===== src/rtl/motor_pwm_pkg.sv =====
// Shared types and default constants for the motor PWM ramp generator.
// The slew-limited soft start/stop is built only when MOTOR_PWM_RAMP_EN is defined.
package motor_pwm_pkg;

    typedef enum logic [1:0] {
        IDLE,
        RAMP,
        RUN,
        FAULT
    } pwm_state_t;

    localparam int PWM_DUTY_W_DEF    = 12;
    localparam int PWM_CNT_W_DEF     = 13;
    localparam int PWM_PERIOD_DEF    = 5611;
    localparam int PWM_OFFSET_DEF    = 1514;
    localparam int PWM_RAMP_STEP_DEF = 64;

endpackage


===== src/rtl/motor_pwm_ramp_generator_if.sv =====
// Command/status bundle between the accelerometer filter side and the PWM generator.
// The master side drives commands; the slave side is the generator.
interface motor_pwm_ramp_generator_if #(
    parameter int DUTY_W = 12
);
    logic              enable;
    logic [DUTY_W-1:0] PWMinput;
    logic              fault_in;
    logic              fault_clr;
    logic              PWMout;
    logic              period_start;
    logic [DUTY_W-1:0] duty_applied;
    logic              fault_latched;

    modport master (
        output enable, PWMinput, fault_in, fault_clr,
        input  PWMout, period_start, duty_applied, fault_latched
    );

    modport slave (
        input  enable, PWMinput, fault_in, fault_clr,
        output PWMout, period_start, duty_applied, fault_latched
    );
endinterface


===== src/rtl/pwm_slew_limiter.sv =====
// Applied-duty register that moves toward target on each update strobe.
// With MOTOR_PWM_RAMP_EN the move is limited to 'step'; otherwise it jumps to target.
module pwm_slew_limiter #(
    parameter int DUTY_W = 12
) (
    input  logic              clk,
    input  logic              rst_n,
    input  logic              clr,
    input  logic              upd,
    input  logic [DUTY_W-1:0] target,
    input  logic [DUTY_W-1:0] step,
    output logic [DUTY_W-1:0] duty,
    output logic [DUTY_W-1:0] duty_nxt
);

`ifdef MOTOR_PWM_RAMP_EN
    logic [DUTY_W-1:0] diff;

    always_comb begin
        diff     = '0;
        duty_nxt = target;
        if (target > duty) begin
            diff = target - duty;
            if (diff > step) duty_nxt = duty + step;
        end else begin
            diff = duty - target;
            if (diff > step) duty_nxt = duty - step;
        end
    end
`else
    logic unused_step;
    assign unused_step = ^step;
    assign duty_nxt    = target;
`endif

    always_ff @(posedge clk or negedge rst_n) begin
        if (!rst_n)   duty <= '0;
        else if (clr) duty <= '0;
        else if (upd) duty <= duty_nxt;
    end

endmodule


===== src/rtl/motor_pwm_ramp_generator.sv =====
// Motor PWM with shadowed duty, start-of-motion floor offset, enable and latched fault.
// Soft start/stop slew limiting is compiled in by defining MOTOR_PWM_RAMP_EN.
module motor_pwm_ramp_generator
    import motor_pwm_pkg::*;
#(
    parameter int DUTY_W    = PWM_DUTY_W_DEF,
    parameter int CNT_W     = PWM_CNT_W_DEF,
    parameter int PERIOD    = PWM_PERIOD_DEF,
    parameter int OFFSET    = PWM_OFFSET_DEF,
    parameter int RAMP_STEP = PWM_RAMP_STEP_DEF
) (
    input logic                       PWMClock,
    input logic                       PWMReset_n,
    motor_pwm_ramp_generator_if.slave bus
);

    // Wide enough for both duty+OFFSET and the counter without overflow.
    localparam int SW = ((DUTY_W > CNT_W) ? DUTY_W : CNT_W) + 1;
    localparam logic [SW-1:0]     PERIOD_S = SW'(PERIOD);
    localparam logic [SW-1:0]     OFF_S    = SW'(OFFSET);
    localparam logic [SW-1:0]     CAP_S    = SW'(PERIOD - OFFSET);
    localparam logic [CNT_W-1:0]  CNT_LAST = CNT_W'(PERIOD - 1);

    pwm_state_t        state, state_nxt;
    logic [CNT_W-1:0]  cnt;
    logic              at_end;
    logic [DUTY_W-1:0] target, tgt_in;
    logic [DUTY_W-1:0] duty, duty_nxt;
    logic [SW-1:0]     sum, cmp;
    logic              clr, upd, active_nxt;
    logic              pwm_q, ps_q;

    assign at_end = (cnt == CNT_LAST);
    assign tgt_in = (SW'(bus.PWMinput) > CAP_S) ? CAP_S[DUTY_W-1:0] : bus.PWMinput;

    // Zero duty stays fully off; the floor only lifts a nonzero command.
    assign sum = SW'(duty) + OFF_S;
    assign cmp = (duty == '0) ? '0 : ((sum > PERIOD_S) ? PERIOD_S : sum);

    pwm_slew_limiter #(.DUTY_W(DUTY_W)) u_slew (
        .clk      (PWMClock),
        .rst_n    (PWMReset_n),
        .clr      (clr),
        .upd      (upd),
        .target   (target),
        .step     (DUTY_W'(RAMP_STEP)),
        .duty     (duty),
        .duty_nxt (duty_nxt)
    );

    always_comb begin
        state_nxt = state;
        clr       = 1'b0;
        upd       = 1'b0;
        case (state)
            IDLE: begin
                clr = 1'b1;
`ifdef MOTOR_PWM_RAMP_EN
                if (bus.enable) state_nxt = RAMP;
`else
                if (bus.enable) state_nxt = RUN;
`endif
            end
            RAMP, RUN: begin
                if (!bus.enable) begin
                    state_nxt = IDLE;
                    clr       = 1'b1;
                end else if (at_end) begin
                    upd = 1'b1;
`ifdef MOTOR_PWM_RAMP_EN
                    state_nxt = (duty_nxt == tgt_in) ? RUN : RAMP;
`else
                    state_nxt = RUN;
`endif
                end
            end
            FAULT: begin
                clr = 1'b1;
                if (bus.fault_clr && !bus.fault_in) state_nxt = IDLE;
            end
            default: state_nxt = IDLE;
        endcase
        // Fault overrides enable changes and the boundary update alike.
        if (bus.fault_in) begin
            state_nxt = FAULT;
            clr       = 1'b1;
            upd       = 1'b0;
        end
    end

    assign active_nxt = (state_nxt == RAMP) || (state_nxt == RUN);

    always_ff @(posedge PWMClock or negedge PWMReset_n) begin
        if (!PWMReset_n) begin
            state  <= IDLE;
            cnt    <= '0;
            target <= '0;
            pwm_q  <= 1'b0;
            ps_q   <= 1'b0;
        end else begin
            state  <= state_nxt;
            cnt    <= at_end ? '0 : cnt + 1'b1;
            ps_q   <= at_end;
            if (at_end) target <= tgt_in;
            // Gate on next state so a fault or disable kills the output at this edge.
            pwm_q  <= active_nxt && (SW'(cnt) < cmp);
        end
    end

    assign bus.PWMout        = pwm_q;
    assign bus.period_start  = ps_q;
    assign bus.duty_applied  = duty;
    assign bus.fault_latched = (state == FAULT);

endmodule


===== src/flat_wrapper.sv =====
// flat-port wrapper written by rule: the top's interface ports become plain ports
module motor_pwm_ramp_generator_flat import motor_pwm_pkg::*;
#(
    parameter int DUTY_W    = PWM_DUTY_W_DEF,
    parameter int CNT_W     = PWM_CNT_W_DEF,
    parameter int PERIOD    = PWM_PERIOD_DEF,
    parameter int OFFSET    = PWM_OFFSET_DEF,
    parameter int RAMP_STEP = PWM_RAMP_STEP_DEF
)
  (PWMClock, PWMReset_n, bus_enable, bus_PWMinput, bus_fault_in, bus_fault_clr, bus_PWMout, bus_period_start, bus_duty_applied, bus_fault_latched);
  motor_pwm_ramp_generator_if #(.DUTY_W(DUTY_W)) bus_i ();
  input logic PWMClock;
  input logic PWMReset_n;
  input wire logic [$bits(bus_i.enable)-1:0] bus_enable;
  input wire logic [$bits(bus_i.PWMinput)-1:0] bus_PWMinput;
  input wire logic [$bits(bus_i.fault_in)-1:0] bus_fault_in;
  input wire logic [$bits(bus_i.fault_clr)-1:0] bus_fault_clr;
  output wire logic [$bits(bus_i.PWMout)-1:0] bus_PWMout;
  output wire logic [$bits(bus_i.period_start)-1:0] bus_period_start;
  output wire logic [$bits(bus_i.duty_applied)-1:0] bus_duty_applied;
  output wire logic [$bits(bus_i.fault_latched)-1:0] bus_fault_latched;
  assign bus_i.enable = bus_enable;
  assign bus_i.PWMinput = bus_PWMinput;
  assign bus_i.fault_in = bus_fault_in;
  assign bus_i.fault_clr = bus_fault_clr;
  assign bus_PWMout = bus_i.PWMout;
  assign bus_period_start = bus_i.period_start;
  assign bus_duty_applied = bus_i.duty_applied;
  assign bus_fault_latched = bus_i.fault_latched;
  motor_pwm_ramp_generator #(.DUTY_W(DUTY_W), .CNT_W(CNT_W), .PERIOD(PERIOD), .OFFSET(OFFSET), .RAMP_STEP(RAMP_STEP)) u_core (.PWMClock(PWMClock), .PWMReset_n(PWMReset_n), .bus(bus_i));
endmodule

===== config.mk =====
export PLATFORM = sky130hd
export DESIGN_NAME = motor_pwm_ramp_generator_flat
export DESIGN_NICKNAME = d
export VERILOG_FILES = /design/src/rtl/motor_pwm_pkg.sv /design/src/rtl/motor_pwm_ramp_generator_if.sv /design/src/rtl/pwm_slew_limiter.sv /design/src/rtl/motor_pwm_ramp_generator.sv /design/src/flat_wrapper.sv
export SDC_FILE = /design/constraint.sdc
export NUM_CORES = 1
export LEC_CHECK = 0
export CAP_MARGIN = 20
export CORE_ASPECT_RATIO = 2
export CORE_MARGIN = 10
export CORE_UTILIZATION = 60
export DETAILED_ROUTE_END_ITERATION = 12
export PLACE_DENSITY = 0.86
export SETUP_SLACK_MARGIN = 0.1
export SLEW_MARGIN = 15
export SYNTH_ARGS = -nofsm -noshare
export SYNTH_HDL_FRONTEND = slang
export SYNTH_HIERARCHICAL = 1
export SYNTH_SLANG_ARGS = --single-unit
export TNS_END_PERCENT = 1

===== constraint.sdc =====
create_clock -name PWMClock -period 7.5 [get_ports PWMClock]
set_input_delay 1.125 -clock PWMClock [delete_from_list [all_inputs] [get_ports PWMClock]]
set_output_delay 1.125 -clock PWMClock [all_outputs]
set_load 0.02 [all_outputs]

# After elaboration in Yosys (flattened, before gate mapping)
# Index checks and enable logic that the tools add are counted.
[word_totals] latchBits=0 n_memories=0 reg_bits=41 ramBits=0 input_bits=17 wordCells=43 mem_bits_ro=0
[op_classes] add_sub_neg=2 n_lt_le_gt_ge=2 n_eq_ne=6 mux=18 n_bitwise=0 multipliers=0 div=0 reduce_logical=9 shift=0
[op_table] cell="$mux W14" n=2
[op_table] cell="$mux W12" n=2
[op_table] cell="$gt A14 B13 Y1 const B" n=1
[op_table] cell="$lt A13 B14 Y1" n=1
[op_table] cell="$add A12 B11 Y13 const B" n=1
[op_table] cell="$add A13 B1 Y13 const B" n=1
[op_table] cell="$eq A13 B13 Y1 const B" n=1
[op_table] cell="$mux W13" n=1
[op_table] cell="$logic_not A12 Y1" n=1
[op_table] cell="$mux W2" n=5
[op_table] cell="$eq A2 B2 Y1 const B" n=3
[op_table] cell="$mux W1" n=6
[op_table] cell="$pmux W2 S3" n=1
[op_table] cell="$eq A2 B1 Y1 const B" n=2
[op_table] cell="$reduce_or A2 Y1" n=2
[op_table] cell="$logic_and A1 B1 Y1" n=2
[op_table] cell="$logic_not A2 Y1" n=1
[op_table] cell="$pmux W1 S2" n=1
[op_table] cell="$reduce_bool A2 Y1" n=1
[op_table] cell="$logic_not A1 Y1" n=1
[op_table] cell="$logic_or A1 B1 Y1" n=1

# Depth between registers and ports, before layout
# Gate-level depths: netlist (run 1).
[depth] word_depth=8 ltp_mapped=15 ltp_nobuf=15

# Modules after synthesis
# The synthesis (run 1) kept the hierarchy.
[modules_own_cells] mod="motor_pwm_ramp_generator" n_inst=1 cells_per_inst=231 area_each_um2=1939.4
[modules_own_cells] mod="pwm_slew_limiter" n_inst=1 cells_per_inst=50 area_each_um2=570.5

# Worst setup path before layout (run 1)
# Ideal clock, no wire load.
[synth_path] kind="register to register" start="reg u_core.u_slew.duty[1]" end="reg u_core.pwm_q (netlist: u_core/bus.PWMout)" stages_incl_launch_ff=13 period_less_slack_ps=2950 arrival_time_ps=2830 path_buffers=0 path_slack_ps=4550 cell_sequence="dfrtp_1 ha_1 nand4bb_1 o21ai_0 nand2_1 nor4_1 or2_2 nand2_1 ha_1 nand4_1 a2111oi_0 o21ai_0 and3_1"
[synth_via] elab_chain_cells=6 elab_cells_between_ends=7 cone_classes="add/sub: 1; order compare: 2; mux: 2; reduce/logical: 2"
[synth_lines] element="start: declaration" line="pwm_slew_limiter.sv:12" text="output logic [DUTY_W-1:0] duty,"
[synth_lines] element="start signal: assignment" line="pwm_slew_limiter.sv:39" text="else if (upd) duty <= duty_nxt;"
[synth_lines] element="$add A12 B11 Y13" line="motor_pwm_ramp_generator.sv:37" text="assign sum = SW'(duty) + OFF_S;"
[synth_lines] element="$gt A14 B13 Y1" line="motor_pwm_ramp_generator.sv:38" text="assign cmp = (duty == '0) ? '0 : ((sum > PERIOD_S) ? PERIOD_S : sum);"
[synth_lines] element="$mux W14" line="motor_pwm_ramp_generator.sv:38"
[synth_lines] element="$mux W14 (*)" line="motor_pwm_ramp_generator.sv:38"
[synth_lines] element="$lt A13 B14 Y1 (*)" line="motor_pwm_ramp_generator.sv:106" text="pwm_q <= active_nxt && (SW'(cnt) < cmp);"
[synth_lines] element="$logic_and A1 B1 Y1 (*)" line="motor_pwm_ramp_generator.sv:106"
[synth_lines] element="end signal: assignment" line="motor_pwm_ramp_generator.sv:106"
[synth_lines] element="end: declaration" line="motor_pwm_ramp_generator.sv:31" text="logic pwm_q, ps_q;"
# Mark *: on every way between the ends. The rest lies on a longest branch, timed or not.
# A chain may end at the register's enable or synchronous reset.

# Final worst setup path (run 1)
# Same ends and word-level chain as after synthesis.

==> results.json, run 1 <==
{
  "status": "completed",
  "crit_start": "u_core/u_slew/duty[1]",
  "finalSetupTns_ns": 0,
  "htreeDepth": 2,
  "grt_antenna_before_repair": 0,
  "ant_nets": 0,
  "area_growth_pct": 18.6,
  "grt_overflow": 0,
  "hold_buffers": 0,
  "start_util_pct": 62.1,
  "drt_pass1_iterations": 4,
  "dp_hpwl_microns": 4610,
  "synth_warnings": 6,
  "synthCells": 267,
  "nets": 337,
  "slowest_stage": "dfrtp_1",
  "grt_max_degree": 42,
  "vias": 2072,
  "clock_skew_ns": 0.00835,
  "clkTransAtPathRegs_ns": 0.08,
  "hold_class": "reg2reg",
  "power.leakage_nw": 1.23,
  "die_area_sq_um": 7110,
  "timing.fmax_mhz": 290,
  "crit_path_end_kind": "register",
  "total_power_mw": 0.441,
  "post_synth.cell_area_avg_sq_um": 9.03,
  "crit_type": "reg2reg",
  "slew_viol_final": 0,
  "r2r_start": "u_core/u_slew/duty[1]",
  "vdd_drop_max_uv": 140,
  "pin_count": 32,
  "place.gp.congestion": 0.886,
  "antenna_cells": 0,
  "worstMarginPinSlew_ns": 0.900,
  "grt_pass1_vias": 2166,
  "cp_cell_sequence": "ha_1 > nand4bb_1 > o21ai_0 > nand2_1 > nor4_1 > or2_2 > nand2_1 > ha_1 > nand4_1 > a2111oi_0 > o21ai_0 > and3_1",
  "worst-path-max-fanout": 9,
  "grt_usage_pct": 18.0,
  "crit_required_ns": 7.69,
  "finalCriticalPeriod_ns": 3.45,
  "grt_pass1_wl_microns": 10100,
  "root_buffer": "clkbuf_8",
  "setup_viol": 0,
  "drcViolationCount": 0,
  "core_sq_um": 3880,
  "clock_path_buffers": 2,
  "hold_start": "u_core/target[2]",
  "fin_crit_sh_pct": 46.0,
  "layout-drive-gt1-share_pct": 5.61,
  "cts.sinks": 41,
  "cts_setup_buffers": 0,
  "hold_viol": 0,
  "die_y_microns": 110,
  "slowest_delay_ns": 0.48,
  "dieWidth_microns": 64.8,
  "maxCapViolCount": 0,
  "viasPerCell": 5.85,
  "start_kind": "register",
  "post_cts_resized": 0,
  "numCtsBuffers": 5,
  "wl_microns": 6010,
  "placementRows": 32,
  "fillCellCount": 307,
  "rsz0062_at_grt": "false",
  "route.detailed.wl_per_inst_microns": 17.0,
  "place.port_buffers": 31,
  "relSlewSlack_pct": 40.0,
  "cts_tree": "done",
  "clk_latency_ns": 0.30,
  "drtIter0Drc": 87,
  "p_per_area_nw_per_um2": 154,
  "synth_area_sq_um": 2410,
  "crit_arrival_ns": 3.64,
  "syn-num-nets": 302
}
-- sequential cells by signal, indices dropped and copies added (netlist names) --
register / cells
u_core/u_slew/duty: 12
u_core/cnt: 13
u_core/target: 12
u_core/bus.period_start: 1
u_core/bus.PWMout: 1
u_core/state: 2
-- cell type report --
cell class	count	area [sq um]	share of cell area, %
clock inverters	2	15.0	0.525
flip-flops and latches	41	1030	35.9
clock buffers	6	72.6	2.54
multi-input cells	216	1350	47.0
inverters	5	18.8	0.656
repair buffers	33	320	11.2
well taps	51	63.8	2.23
-- worst max-delay path: cells and delay by family (launching register included) --
| family | cells | cell delay, ns |
|---|---|---|
| AO/OA/AOI/OAI | 3 | 0.85 |
| adder cells (fa/ha/maj) | 2 | 0.58 |
| flip-flops | 1 | 0.48 |
| AND/OR/NAND/NOR | 7 | 1.43 |
-- cell usage in the layout (no fill, tap or decap), types with 10 or more instances in the layout --
cell / instances
a21oi_1: 10
clkdlybuf4s50_1: 30
dfrtp_1: 41
ha_1: 18
mux2i_1: 12
nand2_1: 57
nand3_1: 11
nor2_1: 31
o21ai_0: 13
xnor2_1: 11
-- where the power goes --
group	leakage [nW]	internal, mW	total, mW	switching (mW)
Sequential	0.489	0.225	0.227	0.00210
Combinational	0.699	0.0294	0.0704	0.0410
Clock	0.0374	0.0656	0.144	0.0784
-- worst paths after layout --
kind                                           to  slack [ns]  cells after the start
worst max-delay path            u_core/bus.PWMout        4.05                     12
worst min-delay path             u_core/target[2]        0.47                      2
worst max register to register  u_core/bus.PWMout        4.05                     12
worst min register to register   u_core/target[2]        0.47                      2
max in group asynchronous           u_core/cnt[6]        5.99                      1
min in group asynchronous           u_core/cnt[3]        0.95                      1
-- through the flow --
step           hold slack (ns)  cells  setup WS, ns  instance area, sq um  util (%)
2_1_floorplan            0.438    267          4.55                  2410         -
3_3_place_gp             0.449    346          4.49                  2770      71.4
3_5_place_dp             0.456    346          4.26                  2770      71.4
4_1_cts                  0.473    354          4.21                  2860      73.7
5_1_grt                  0.496    354          3.95                  2860      73.7
6_report                 0.471    354          4.05                  2860      73.7
-- per-layer routing --
layer  track usage (%)  up-vias  share of wire (%)
met5                 0        -                  0
met1              16.9     1005                 36
met4              10.2        0                4.2
met2              34.3       54                 56
li1                  -      988                  -
met3              3.77       25                3.5
No activity file was read; power rests on OpenSTA's default activity.
==> run 2: changes to the inputs <==
--- a/config.mk
+++ b/config.mk
@@ -8,9 +8,9 @@
 export CAP_MARGIN = 20
 export CORE_ASPECT_RATIO = 2
 export CORE_MARGIN = 10
-export CORE_UTILIZATION = 60
+export CORE_UTILIZATION = 50
 export DETAILED_ROUTE_END_ITERATION = 12
-export PLACE_DENSITY = 0.86
+export PLACE_DENSITY = 0.76
 export SETUP_SLACK_MARGIN = 0.1
 export SLEW_MARGIN = 15
 export SYNTH_ARGS = -nofsm -noshare
==> constraint.sdc (replaced) <==
create_clock -name PWMClock -period 3.1 [get_ports PWMClock]
set_input_delay 0.465 -clock PWMClock [delete_from_list [all_inputs] [get_ports PWMClock]]
set_output_delay 0.465 -clock PWMClock [all_outputs]
set_load 0.02 [all_outputs]
==> results.json, run 2 (synthesis gave the netlist of run 1 again) <==
{
  "crit_required_ns": 3.28,
  "power.leakage_nw": 1.32,
  "ant_nets": 0,
  "met1_length_microns": 2300,
  "maxCapViolCount": 0,
  "vias": 2068,
  "drcViolationCount": 0,
  "cts_tree": "done",
  "crit_type": "reg2reg",
  "clk_latency_ns": 0.29,
  "crit_arrival_ns": 3.16,
  "layout-drive-gt1-share_pct": 12.1,
  "wl_microns": 6100,
  "grt_max_degree": 42,
  "relSlewSlack_pct": 38.6,
  "place.port_buffers": 31,
  "start_util_pct": 52.0,
  "viasPerCell": 5.59,
  "htreeDepth": 2,
  "grt_pass1_wl_microns": 10000,
  "start_kind": "register",
  "wl_met2_microns": 3210,
  "top_regs": "u_core/cnt: 13 flops, u_core/target: 12 flops, u_core/u_slew/duty: 12 flops",
  "hold_class": "in2async",
  "fillCellCount": 408,
  "placementRows": 35,
  "drtIter0Drc": 76,
  "r2r_start": "u_core/u_slew/duty[2]",
  "grt_antenna_before_repair": 0,
  "clock_path_buffers": 2,
  "p_per_area_nw_per_um2": 404,
  "finalSetupTns_ns": 0,
  "nets": 349,
  "r2r_slack_ns": 0.13,
  "timing.fmax_mhz": 336,
  "clkTransAtPathRegs_ns": 0.08,
  "clock_skew_ns": 0.00711,
  "slew_viol_final": 0,
  "drt_pass1_iterations": 4,
  "dp_slack_ns": 0.0685,
  "die_y_microns": 118,
  "worstMarginPinSlew_ns": 0.922,
  "worstReg2RegEnd": "u_core/bus.PWMout",
  "cts.sinks": 41,
  "max_flop_register": "u_core/cnt",
  "largest_register_ffs": 13,
  "grt_overflow": 0,
  "numCtsBuffers": 5,
  "finalCriticalPeriod_ns": 2.97,
  "core_sq_um": 4640,
  "reg2reg_depth": 14,
  "maxUsedRoutingLayer": "met4",
  "hold_buffers": 0,
  "layout_common_cells": "57 x nand2_1, 41 x dfrtp_1, 31 x nor2_1, 30 x clkdlybuf4s50_1, 17 x ha_1",
  "met3WireLength_microns": 232,
  "worst-path-max-fanout": 6,
  "vdd_drop_max_uv": 446,
  "grt_usage_pct": 14.5,
  "holdWs_ns": 0.298,
  "status": "completed",
  "crit_path_end_kind": "register",
  "grt_pass1_vias": 2133,
  "dp_hpwl_microns": 4630,
  "setup_viol": 0,
  "hold_viol": 0,
  "place.gp.congestion": 0.867,
  "setup_slack_ns": 0.125,
  "route.detailed.wl_per_inst_microns": 16.5,
  "antenna_cells": 0,
  "root_buffer": "clkbuf_8",
  "fin_crit_sh_pct": 96.0,
  "die_area_sq_um": 8170,
  "mostFrequentLayoutCell": "nand2_1",
  "dieWidth_microns": 69.1,
  "pin_count": 32,
  "area_growth_pct": 26.6
}
## run 2: per-layer routing
layer	vias up	global-route usage, %
li1	1013	-
met1	975	13.6
met2	60	26.3
met3	20	3.77
met4	0	9.75
met5	-	0
## run 2: worst max path at each step
stage / from / end / slack, ns
detailed placement: u_core/u_slew/duty[1] / u_core/bus.PWMout / 0.07
finish: u_core/u_slew/duty[2] / u_core/bus.PWMout / 0.13
CTS: u_core/u_slew/duty[1] / u_core/bus.PWMout / 0.11
floorplan: u_core/u_slew/duty[1] / u_core/bus.PWMout / 0.15
global placement: u_core/u_slew/duty[1] / u_core/bus.PWMout / 0.20
global route: u_core/u_slew/duty[2] / u_core/bus.PWMout / -0.01
## run 2: power by group
| part | internal, mW | switching (mW) | total, mW |
|---|---|---|---|
| clock network | 0.320 | 0.197 | 0.517 |
| logic | 0.0707 | 0.0981 | 0.169 |
| registers | 0.544 | 0.00561 | 0.550 |
| total | 0.935 | 0.300 | 1.24 |
## run 2: worst max-delay path, stage by stage (launching register included)
cell and delay (ns):
dfrtp_1 0.36, buf_4 0.17, inv_1 0.06, ha_1 0.32, a21oi_2 0.04, nor2_1 0.15, nor2_1 0.07, o32a_1 0.25
o21ai_0 0.22, nand2_1 0.09, ha_1 0.31, nand4_1 0.17, a2111oi_2 0.32, o21ai_0 0.14, and3_1 0.20
## run 2: cell type report
| type | count | area [sq um] | area share, % |
|---|---|---|---|
| clock buffers | 5 | 68.8 | 2.25 |
| clock inverters | 3 | 65.1 | 2.13 |
| inverters | 5 | 18.8 | 0.615 |
| multi-input cells | 216 | 1390 | 45.6 |
| flip-flops and latches | 41 | 1030 | 33.6 |
| well taps | 55 | 68.8 | 2.25 |
| repair buffers | 45 | 414 | 13.6 |
## run 2: stage by stage
step	power, mW	util, %	area, sq um	std cells
CTS	1.25	63.7	2960	364
floorplan	0.663	-	2410	267
detailed placement	0.730	60.8	2820	356
global route	1.28	65.8	3050	370
global placement	0.725	60.8	2820	356
finish	1.24	65.8	3050	370
## run 2: timing repair
item / 4_1_cts / 5_1_grt
setup buffers: 0 / 6
pin swaps: 0 / 4
gates resized for setup: 2 / 9
setup endpoints to repair: 1 / 1
==> run 3: changes to the inputs <==
--- a/config.mk
+++ b/config.mk
@@ -8,9 +8,9 @@
 export CAP_MARGIN = 20
 export CORE_ASPECT_RATIO = 2
 export CORE_MARGIN = 10
-export CORE_UTILIZATION = 50
+export CORE_UTILIZATION = 42
 export DETAILED_ROUTE_END_ITERATION = 12
-export PLACE_DENSITY = 0.76
+export PLACE_DENSITY = 0.66
 export SETUP_SLACK_MARGIN = 0.1
 export SLEW_MARGIN = 15
 export SYNTH_ARGS = -nofsm -noshare
==> results.json, run 3 (synthesis gave the netlist of run 1 again) <==
{
  "antenna_cells": 0,
  "placementRows": 39,
  "dp_hpwl_microns": 4950,
  "crit_arrival_ns": 3.06,
  "drcViolationCount": 0,
  "place.gp.congestion": 0.957,
  "finalSetupTns_ns": 0,
  "vdd_drop_max_uv": 473,
  "die_y_microns": 127,
  "clkTransAtPathRegs_ns": 0.05,
  "max_flop_register": "u_core/cnt",
  "grt_overflow": 0,
  "drt_pass1_iterations": 4,
  "crit_family": "simple AND/OR/NAND/NOR gates",
  "hold_viol": 0,
  "drtIter0Drc": 90,
  "largest_register_ffs": 13,
  "cp_cell_sequence": "buf_6 > inv_1 > ha_1 > nor2_1 > nand2_1 > nor4_4 > or2_4 > nand2_1 > ha_1 > nand4_1 > a2111oi_2 > o21ai_0 > and3_1",
  "clock_path_buffers": 2,
  "area_growth_pct": 27.2,
  "route.detailed.wl_per_inst_microns": 17.0,
  "wl_microns": 6340,
  "die_area_sq_um": 9360,
  "clock_skew_ns": 0.00320,
  "htreeDepth": 2,
  "timing.fmax_mhz": 347,
  "rsz0062_at_grt": "false",
  "r2r_slack_ns": 0.22,
  "p_per_area_nw_per_um2": 430,
  "setup_viol": 0,
  "grt_usage_pct": 14.1,
  "crit_required_ns": 3.28,
  "slew_viol_final": 0,
  "layout-drive-gt1-share_pct": 9.65,
  "ant_nets": 0,
  "nets": 345,
  "finalCriticalPeriod_ns": 2.88,
  "place.port_buffers": 31,
  "layout_common_cells": "56 x nand2_1, 41 x dfrtp_1, 31 x nor2_1, 30 x clkdlybuf4s50_1, 18 x ha_1",
  "crit_type": "reg2reg",
  "clk_latency_ns": 0.28,
  "start_kind": "register",
  "worstReg2RegEnd": "u_core/bus.PWMout",
  "crit_cells": 13,
  "fillCellCount": 532,
  "top_regs": "u_core/cnt: 13 flops, u_core/target: 12 flops, u_core/u_slew/duty: 12 flops",
  "r2r_start": "u_core/u_slew/duty[1]",
  "fin_crit_sh_pct": 92.9,
  "crit_path_end_kind": "register",
  "grt_max_degree": 42,
  "viasPerCell": 5.69,
  "status": "completed",
  "maxCapViolCount": 0,
  "grt_pass1_wl_microns": 10300,
  "dieWidth_microns": 73.6,
  "grt_pass1_vias": 2223,
  "pin_count": 32,
  "total_power_mw": 1.32,
  "numCtsBuffers": 5,
  "root_buffer": "clkbuf_16",
  "worst-path-max-fanout": 8,
  "reg2reg_depth": 13,
  "slowest_stage": "dfrtp_1",
  "worstMarginPinSlew_ns": 0.884,
  "power.leakage_nw": 1.32,
  "cts.sinks": 41,
  "relSlewSlack_pct": 41.1,
  "cts_tree": "done",
  "core_sq_um": 5660,
  "vias": 2117,
  "start_util_pct": 42.6,
  "hold_class": "in2async",
  "slowest_delay_ns": 0.37,
  "grt_antenna_before_repair": 0,
  "crit_buf_inv": 2,
  "mostFrequentLayoutCell": "nand2_1"
}
[run 3: cell types whose count changed in the layout (fill, tap and decap cells not counted), sizes merged]
cell / before / now
clkinv: 1 / 0
bufinv: 2 / 1
buf: 15 / 11
clkbuf: 5 / 7
[run 3: timing repair]
action | 4_1_cts | 5_1_grt
hold buffers | 0 | 0
setup buffers | 0 | 1
resized for setup | 1 | 9
pin swaps | 0 | 5
endpoints found under the setup margin | 1 | 1
[run 3: how the worst max path moves through the flow]
stage,from,to,slack [ns]
2_1_floorplan,u_core/u_slew/duty[1],u_core/bus.PWMout,0.15
3_3_place_gp,u_core/u_slew/duty[1],u_core/bus.PWMout,0.18
4_1_cts,u_core/u_slew/duty[1],u_core/bus.PWMout,0.11
6_report,u_core/u_slew/duty[1],u_core/bus.PWMout,0.22
5_1_grt,u_core/u_slew/duty[1],u_core/bus.PWMout,0.07
3_5_place_dp,u_core/u_slew/duty[1],u_core/bus.PWMout,0.08
[run 3: final cells by class]
class	count	area [sq um]	share of cell area, %
Sequential cell	41	1030	33.4
Clock buffer	7	143	4.65
Timing Repair Buffer	41	384	12.5
Inverter	5	18.8	0.611
Tap cell	61	76.3	2.49
Clock inverter	1	30.0	0.978
Multi-Input combinational cell	216	1390	45.3
[run 3: routing by layer]
layer,part of all wire [%],vias to the layer above,GRT usage (%)
li1,-,1001,-
met1,32,1029,11.9
met2,58,63,26.4
met3,4.5,24,3.95
met4,5.1,0,9.48
met5,0,-,0
[run 3: per-stage QoR]
step,area (sq um),std cells,hold WS (ns),setup WS (ns),utilization (%)
2_1_floorplan,2410,267,0.169,0.150,-
3_3_place_gp,2840,363,0.449,0.180,50.2
3_5_place_dp,2840,363,0.458,0.0849,50.2
4_1_cts,3010,371,0.341,0.115,53.2
5_1_grt,3070,372,0.386,0.0732,54.2
6_report,3070,372,0.302,0.219,54.2
[run 3: where the power goes]
part / internal [mW] / switching [mW]
sequential: 0.545 / 0.00505
clock: 0.402 / 0.197
combinational: 0.0713 / 0.0984
total: 1.02 / 0.301
